### src/rtl/pipe_stage_skid.sv
// pipe_stage_skid: valid/ready inter-stage register with a 2-entry skid buffer and OR-ed multi-source flush.
// Defining PIPE_STAGE_PERF_EN adds saturating stall/bubble/flush counters.
module pipe_stage_skid #(
    parameter int DATA_W         = 256,
    parameter int FLUSH_N        = 3,
    parameter int CLEAR_ON_FLUSH = 1,
    parameter int PERF_W         = 32
) (
    input  logic               clk,
    input  logic               rst,
    input  logic               in_valid,
    output logic               in_ready,
    input  logic [DATA_W-1:0]  in_data,
    output logic               out_valid,
    input  logic               out_ready,
    output logic [DATA_W-1:0]  out_data,
    input  logic [FLUSH_N-1:0] flush,
    output logic [1:0]         occupancy
`ifdef PIPE_STAGE_PERF_EN
    ,
    output logic [PERF_W-1:0]  stall_cnt,
    output logic [PERF_W-1:0]  bubble_cnt,
    output logic [PERF_W-1:0]  flush_cnt
`endif
);

    logic              main_valid_r, skid_valid_r;
    logic [DATA_W-1:0] main_data_r, skid_data_r;
    logic              in_ready_r;
    logic [1:0]        occupancy_r;

    logic              main_valid_s, skid_valid_s;
    logic [DATA_W-1:0] main_data_s, skid_data_s;
    logic              in_fire_s, out_fire_s, any_flush_s;

    assign in_fire_s   = in_valid & in_ready_r;
    assign out_fire_s  = main_valid_r & out_ready;
    assign any_flush_s = |flush;

    assign in_ready  = in_ready_r;
    assign out_valid = main_valid_r;
    assign out_data  = main_data_r;
    assign occupancy = occupancy_r;

    // Next-state of both entries; the state is encoded by the pair of valid bits.
    always_comb begin
        main_valid_s = main_valid_r;
        skid_valid_s = skid_valid_r;
        main_data_s  = main_data_r;
        skid_data_s  = skid_data_r;
        if (any_flush_s) begin
            main_valid_s = 1'b0;
            skid_valid_s = 1'b0;
            if (CLEAR_ON_FLUSH != 0) begin
                main_data_s = {DATA_W{1'b0}};
                skid_data_s = {DATA_W{1'b0}};
            end else begin
                main_data_s = main_data_r;
                skid_data_s = skid_data_r;
            end
        end else begin
            case ({main_valid_r, skid_valid_r})
                2'b00: begin
                    if (in_fire_s) begin
                        main_valid_s = 1'b1;
                        main_data_s  = in_data;
                    end else begin
                        main_valid_s = 1'b0;
                    end
                end
                2'b10: begin
                    if (in_fire_s && out_fire_s) begin
                        main_data_s = in_data;
                    end else if (in_fire_s) begin
                        skid_valid_s = 1'b1;
                        skid_data_s  = in_data;
                    end else if (out_fire_s) begin
                        main_valid_s = 1'b0;
                    end else begin
                        main_valid_s = 1'b1;
                    end
                end
                2'b11: begin
                    if (out_fire_s) begin
                        main_data_s  = skid_data_r;
                        skid_valid_s = 1'b0;
                    end else begin
                        skid_valid_s = 1'b1;
                    end
                end
                default: begin
                    // Unreachable pairing: fall back to EMPTY.
                    main_valid_s = 1'b0;
                    skid_valid_s = 1'b0;
                end
            endcase
        end
    end

    // State registers; in_ready and occupancy are registered from the next state.
    always_ff @(posedge clk) begin
        if (!rst) begin
            main_valid_r <= 1'b0;
            skid_valid_r <= 1'b0;
            main_data_r  <= {DATA_W{1'b0}};
            skid_data_r  <= {DATA_W{1'b0}};
            in_ready_r   <= 1'b1;
            occupancy_r  <= 2'd0;
        end else begin
            main_valid_r <= main_valid_s;
            skid_valid_r <= skid_valid_s;
            main_data_r  <= main_data_s;
            skid_data_r  <= skid_data_s;
            in_ready_r   <= ~skid_valid_s;
            occupancy_r  <= {1'b0, main_valid_s} + {1'b0, skid_valid_s};
        end
    end

`ifdef PIPE_STAGE_PERF_EN
    function automatic logic [PERF_W-1:0] sat_inc(input logic [PERF_W-1:0] v, input logic en);
        if (en && (v != {PERF_W{1'b1}})) begin
            return v + {{(PERF_W-1){1'b0}}, 1'b1};
        end else begin
            return v;
        end
    endfunction

    // Saturating event counters; only reset clears them.
    always_ff @(posedge clk) begin
        if (!rst) begin
            stall_cnt  <= {PERF_W{1'b0}};
            bubble_cnt <= {PERF_W{1'b0}};
            flush_cnt  <= {PERF_W{1'b0}};
        end else begin
            stall_cnt  <= sat_inc(stall_cnt, main_valid_r & ~out_ready);
            bubble_cnt <= sat_inc(bubble_cnt, ~main_valid_r);
            flush_cnt  <= sat_inc(flush_cnt, any_flush_s);
        end
    end
`endif

endmodule

### config.mk
export PLATFORM = sky130hd
export DESIGN_NAME = pipe_stage_skid
export DESIGN_NICKNAME = d
export VERILOG_FILES = /design/src/rtl/pipe_stage_skid.sv
export SDC_FILE = /design/constraint.sdc
export NUM_CORES = 1
export LEC_CHECK = 0
export CAP_MARGIN = 10
export CORE_ASPECT_RATIO = 0.6
export CORE_MARGIN = 10
export CORE_UTILIZATION = 45
export CTS_BUF_LIST = sky130_fd_sc_hd__clkbuf_4 sky130_fd_sc_hd__clkbuf_8
export DETAILED_ROUTE_END_ITERATION = 10
export PLACE_DENSITY_LB_ADDON = 0.25
export SLEW_MARGIN = 20
export SYNTH_ARGS = -nofsm -noshare
export SYNTH_HDL_FRONTEND = slang
export SYNTH_SLANG_ARGS = --single-unit
### constraint.sdc
create_clock -name clk -period 1.8 [get_ports clk]
set_input_delay 0.45 -clock clk [delete_from_list [all_inputs] [get_ports clk]]
set_output_delay 0.45 -clock clk [all_outputs]
set_load 0.1 [all_outputs]
==> metrics, run 1 <==
synth-to-layout area growth=53.9%; top post-synthesis cells by area=dfxtp_1 (52%), nand2_1 (19%), a311oi_1 (11%); Worst path slowest cell=dfxtp_1; placed insts=3,537; Worst path most repeated cell=buf_12; Max Slew Vio Count=0; gr usage total=0.251; cell area after layout=30,600 µm²; die width=291 µm; worst setup slack after layout=0.0223 ns; clk slew on worst S/H paths=0.08 ns; RSZ-0062 raised after global routing=true; Synth area leader=dfxtp_1; routed len/inst=19.2 µm; post-synthesis sequential area ratio=0.521; Syn Std Cell Area=19,900 µm²; Worst EP required=2.31 ns; slowest cell delay on critical path=0.35 ns; top cell type's share of synthesized area=0.521; WL final=71.0 mm; Tightest Pin Transition=0.346 ns; Cell Rows=59; synthesized net count=2,823; PD cells=800 nW/µm²; Ports=523; critical-path cell list=buf_4 -> nand2b_1 -> and3b_4 -> buf_12 -> buf_12 -> nor2_1 -> a311oi_2; register bit total from synthesis=517; first-pass GRT wire length=110 mm; P_leak=0.0111 µW; crit path launch type=flip-flop; die area=53,200 µm²; initial core utilization=0.457; setup TNS=0 ns; Overflow after GRT=0; Distinct cells, synth=23; Die H=183 µm; vias per cell=5.47; H-tree Lvls=3; worst clock skew=0.0228 ns; Final Cycle Share=0.988; antenna viol nets, final=0; final net count=3,299; CTS max path bufs=3; final cell count without fillers=3,693; vias in the first global route=19.8k; Remaining DRCs=0; Crit. End Element=flip-flop; 1st-pass router iterations=5; Num CTS Buffers=76; Clock Latency Late Sink=0.61 ns; Core ar.=43,500 µm²; Yosys warning total=0; setup bufs post-CTS=0; Tmin final=1.78 ns; global placer's final weighted congestion=0.809; vias=20.2k; maxcap violations=0; final setup violation count=0; Worst EP arrival=2.29 ns; Final Hold Fails=0; Iteration-0 DRC Markers=1,682; status=finished, final reports clean; WS Path Type=reg2reg; slew margin rel.=0.769; CTS Root Cell=clkbuf_8; Buf/Inv on CP=3; Place WS=-0.499 ns; DP Area=28,800 µm²; share of cells above drive strength 1=0.170; TritonCTS clock tree=yes; largest net degree at the start of global routing=66; Hold Crit Class=in2reg; peak supply drop=0.604 mV; hpwl dp=50.1 mm; crit-path leading delay family=buffers and inverters; Post-Syn Instances=2,560; syn_area_per_cell=7.76 µm²; initial antenna violation count=19; clock sinks=517; Filler cells=3,181; max frequency=563 MHz; CP max FO=31; IO Port Bufs=522
## power by group
group          internal (µW)  switching (µW)
clock                   5680            4610
combinational           1130            1420
sequential             11500            99.8
total                  18300            6120
## path summary, 6_finish.rpt
path	start	to	slack [ns]	cells after the start
setup / recovery	skid_valid_r	out_data[95]	0.02	7
setup reg to reg	skid_valid_r	out_data[95]	0.02	7
hold / removal	in_data[149]	skid_data_r[149]	0.41	3
hold reg to reg	skid_data_r[5]	skid_data_r[5]	0.45	2
## metrics by stage
stage / power [µW] / util / hold slack, ns
6_report: 24500 / 0.703 / 0.411
3_5_place_dp: 14400 / 0.663 / 0.445
5_1_grt: 25300 / 0.703 / 0.359
4_1_cts: 24600 / 0.702 / 0.353
3_3_place_gp: 14300 / 0.663 / 0.440
2_1_floorplan: 13000 / - / 0.437
## metal layers
| layer | vias up | part of all wire | track usage |
|---|---|---|---|
| li1 | 9574 | - | - |
| met1 | 9651 | 0.39 | 0.292 |
| met2 | 786 | 0.49 | 0.429 |
| met3 | 182 | 0.076 | 0.0634 |
| met4 | 0 | 0.047 | 0.126 |
| met5 | - | 0 | 0 |
## cell usage in the layout, fill, tap and decap left out, types with 2 or more instances in the layout
cell                n
buf_4              59
clkbuf_8           99
dfxtp_1           515
nand2b_1            2
clkinvlp_4          3
bufinv_16           2
clkinv_2           10
a311oi_2           12
a311oi_1          244
clkbuf_4           21
diode_2            19
clkdlybuf4s50_1   262
nand2_1          1026
dfxtp_4             2
nor2_1            259
buf_12            305
a21oi_1           257
## layout make-up
cell class | instances | area (µm²) | share of cell area
inverters | 1 | 3.75 | 0.000123
well taps | 579 | 724 | 0.0237
diodes | 19 | 47.5 | 0.00155
multi-input cells | 1812 | 8570 | 0.280
repair buffers | 628 | 9210 | 0.301
clock inverters | 17 | 153 | 0.00499
flip-flops and latches | 517 | 10400 | 0.339
clock buffers | 120 | 1520 | 0.0497
## sequential cells by signal, indices dropped and copies added, names as in the netlist
name          cells
out_data        256
skid_data_r     256
occupancy         2
in_ready          1
out_valid         1
skid_valid_r      1
## cell families after synthesis
family / count (synthesis) / synth area share
simple gates: 1296 / 0.247
flops: 517 / 0.521
compound gates: 515 / 0.181
buf+inv: 231 / 0.0507
mux: 1 / 0.000567
## synth_stat cells, drive strengths merged
master and number:
a311oi 256, and2 1, inv 1, o22a 1, a21oi 258, nor3 3, mux2 1, buf 104
nand2b 3, and3b 1, or4b 1, clkbuf 126, dfxtp 517, nand2 1027, nor2 259, or3 1
## timing repair
action	in CTS	in global routing
hold buffers	0	0
hold endpoints to repair	0	0
endpoints found under the setup margin	0	14
resized for setup	0	5
## worst reg2reg max path, cell delays in order, from the launching register on
cell and delay, ns:
dfxtp_1 0.35, buf_4 0.18, nand2b_1 0.08, and3b_4 0.25, buf_12 0.21, buf_12 0.22
nor2_1 0.10, a311oi_2 0.29
Note: power is estimated with default switching activity, not from simulation.
==> inputs of run 2 (changes only) <==
Settings changed: ABC_AREA from default to 1, CORE_UTILIZATION 45 to 48, PLACE_DENSITY_LB_ADDON 0.25 to 0.2.
==> run 2 against run 1 <==
Effect of this change:
- sequential power about the same
- clock power about the same
- highest routed layer is now met5
- combinational power is 29% higher
- critical endpoint is now out_valid
- via count grew 25%
- power up 1.8%
- synthesized cell count up 52%
- largest cell class is now multi-input gates
- hold slack better by 0.058 ns
- sequential cell count did not move
- clock-buffer cell count down 9
- maximum frequency rose by 1.2%
==> metrics, run 2 <==
status=finished, final reports clean (unchanged); post-synthesis sequential area ratio=0.420 (was 0.521); CTS max path bufs=3 (unchanged); final net count=4,629 (was 3,299); maxcap violations=0 (unchanged); TritonCTS clock tree=yes (unchanged); Core ar.=50,800 µm² (was 43,500 µm²); Die H=196 µm (was 183 µm); slew margin rel.=0.598 (was 0.769); Worst EP arrival=1.31 ns (was 2.29 ns); vias in the first global route=23.7k (was 19.8k); initial antenna violation count=24 (was 19); Yosys warning total=0 (unchanged); IO Port Bufs=522 (unchanged); Cell Rows=64 (was 59); Num CTS Buffers=79 (was 76); Final Cycle Share=0.976 (was 0.988); Hold Crit Class=reg2reg (was in2reg); routed len/inst=16.1 µm (was 19.2 µm); WS Path Type=reg2out (was reg2reg); setup TNS=0 ns (unchanged); most frequent cell after synthesis=nand2_1 (unchanged); largest net degree at the start of global routing=119 (was 66); crit path launch type=flip-flop (unchanged); die area=61,100 µm² (was 53,200 µm²); async set-reset flop share out of synthesis=0 (unchanged); top cell type's share of synthesized area=0.420 (was 0.521); sw frac=0.268 (was 0.250); Synth Flop Type=dfxtp_1 (unchanged); Tmin final=1.76 ns (was 1.78 ns); global placer's final weighted congestion=0.838 (was 0.809); most common library cell in the layout ignoring fill and taps=nand2_1 (unchanged); gr busiest metal=met2 (unchanged); Iteration-0 DRC Markers=2,242 (was 1,682); Post-synth EDFFs=0 (unchanged); met3 Usage GRT=0.0646 (was 0.0634); clock network power share=0.401 (was 0.421); DP Area=34,000 µm² (was 28,800 µm²); synthesized net count=4,158 (was 2,823); Final Hold Fails=0 (unchanged); Seq pwr share=0.467 (was 0.475); PD cells=696 nW/µm² (was 800 nW/µm²); flop2flop setup slack=0.10 ns (was 0.02 ns); hpwl dp=56.5 mm (was 50.1 mm); H-tree Lvls=3 (unchanged); Clock Latency Late Sink=0.63 ns (was 0.61 ns); CTS Root Cell=clkbuf_8 (unchanged); RSZ-0062 raised after global routing=true (unchanged); share of cells above drive strength 1=0.125 (was 0.170); final setup violation count=0 (unchanged); Crit. End Element=output port (was flip-flop); top post-synthesis cells by area=dfxtp_1 (42%), nand2_1 (20%), nor2_1 (16%) (was dfxtp_1 (52%), nand2_1 (19%), a311oi_1 (11%)); peak supply drop=0.515 mV (was 0.604 mV); die width=313 µm (was 291 µm); synth-to-layout area growth=45.1% (was 53.9%); worst clock skew=0.0201 ns (was 0.0228 ns); vias per cell=4.93 (was 5.47); 1st-pass router iterations=5 (unchanged); final hold slack=0.469 ns (was 0.411 ns); Remaining DRCs=0 (unchanged); most frequent cells in the layout=nand2_1 (1,284), nor2_1 (1,028), dfxtp_1 (512) (was nand2_1 (1,026), dfxtp_1 (515), buf_12 (305)); Tightest Pin Transition=0.604 ns (was 0.346 ns); Worst EP required=1.35 ns (was 2.31 ns); top cells by count, synth=nand2_1 (1,285), nor2_1 (1,029), dfxtp_1 (517), inv_1 (260), nand3_1 (257) (was nand2_1 (1,027), dfxtp_1 (517), nor2_1 (259), a21oi_1 (257), a311oi_1 (247)); P_sw=6670 µW (was 6120 µW); Syn Std Cell Area=24,600 µm² (was 19,900 µm²); syn_area_per_cell=6.33 µm² (was 7.76 µm²); antenna viol nets, final=0 (unchanged); CTS Hold Bufs=0 (unchanged); vias=25.3k (was 20.2k); CP max FO=3 (was 31); Gate power share=0.132 (was 0.104); P_leak=0.0147 µW (was 0.0111 µW); initial core utilization=0.485 (was 0.457); gr usage total=0.258 (was 0.251); register bit total from synthesis=517 (unchanged); first-pass GRT wire length=131 mm (was 110 mm); max frequency=569 MHz (was 563 MHz); GRT met1 Usage=0.329 (was 0.292); Distinct cells, synth=16 (was 23); clk slew on worst S/H paths=0.07 ns (was 0.08 ns); cell area after layout=35,800 µm² (was 30,600 µm²); P_int=18,200 µW (was 18,300 µW); met2 Use GR=0.413 (was 0.429); Overflow after GRT=0 (unchanged); Max Slew Vio Count=0 (unchanged); Filler cells=4,098 (was 3,181); clock sinks=517 (unchanged); Ports=523 (unchanged); Synth area leader=dfxtp_1 (unchanged); WL final=82.8 mm (was 71.0 mm); Post-Syn Instances=3,895 (was 2,560)
-- run 2: changes by cell type in the layout (fill, tap and decap cells not counted), moves of 7 or more --
cell	previous run	this run
a21oi_1	257	1
nand3_1	0	257
clkbuf_8	99	92
inv_1	1	260
buf_4	59	75
buf_12	305	325
nor2_1	259	1028
nand3b_1	0	256
a311oi_2	12	0
a311oi_1	244	0
nand2_1	1026	1284
-- run 2: routing by layer --
layer | routed length [µm] | vias to the layer above
li1 | - | 12800
met1 | 35600 | 11500
met2 | 38700 | 847
met3 | 6000 | 157
met4 | 2530 | 2
met5 | 13 | -
-- run 2: cells by family (layout without fill, tap and decap cells) --
kind of cell / count (synthesis) / count (layout) / synth area share
compound gates: 1 / 1 / 0.000203
buf+inv: 546 / 1066 / 0.0958
flops: 517 / 517 / 0.420
other cells: 0 / 23 / 0
simple gates: 2831 / 2831 / 0.484
-- run 2: per-stage QoR --
stage / worst slack, ns / utilization / cells / total power (µW)
final: 0.0428 / 0.703 / 5131 / 24900
after global routing: -0.0370 / 0.703 / 5129 / 25800
after CTS: -0.0263 / 0.701 / 5107 / 25000
after detailed placement: -0.337 / 0.668 / 4972 / 15100
after global placement: -0.353 / 0.668 / 4972 / 15100
after floorplan: 0.0841 / - / 3895 / 13600
-- run 2: repair_timing --
action,CTS,global route
resized for setup,3,7
pin swaps,0,1
endpoints found under the setup margin,2,39
cloned,2,1
setup buffers,3,0
-- run 2: worst paths after layout --
kind	startpoint	end	cells past startpoint
worst min-delay path	skid_data_r[152]	skid_data_r[152]	2
worst min register to register	skid_data_r[152]	skid_data_r[152]	2
worst max register to register	out_valid	skid_data_r[140]	8
worst max-delay path	out_valid	out_valid	2
-- run 2: area by class of cell --
class	count	area (µm²)	share of cell area
tap	693	867	0.0243
sequential	517	10400	0.290
timing repair buffer	672	9940	0.278
inverter	264	1010	0.0283
clock buffer	111	1410	0.0394
antenna	23	57.6	0.00161
clock inverter	19	145	0.00406
multi-input combinational	2832	12000	0.335
-- run 2: worst max-delay path: stages (launching register included) --
cell	delay [ns]
dfxtp_4	0.38
buf_16	0.13
buf_16	0.16
-- run 2: power by group through the flow --
stage	clock network, µW	logic, µW	registers, µW
6_report	9980	3290	11600
5_1_grt	10700	3540	11600
4_1_cts	10100	3270	11600
3_5_place_dp	0	3240	11900
3_3_place_gp	0	3220	11900
2_1_floorplan	0	1140	12500
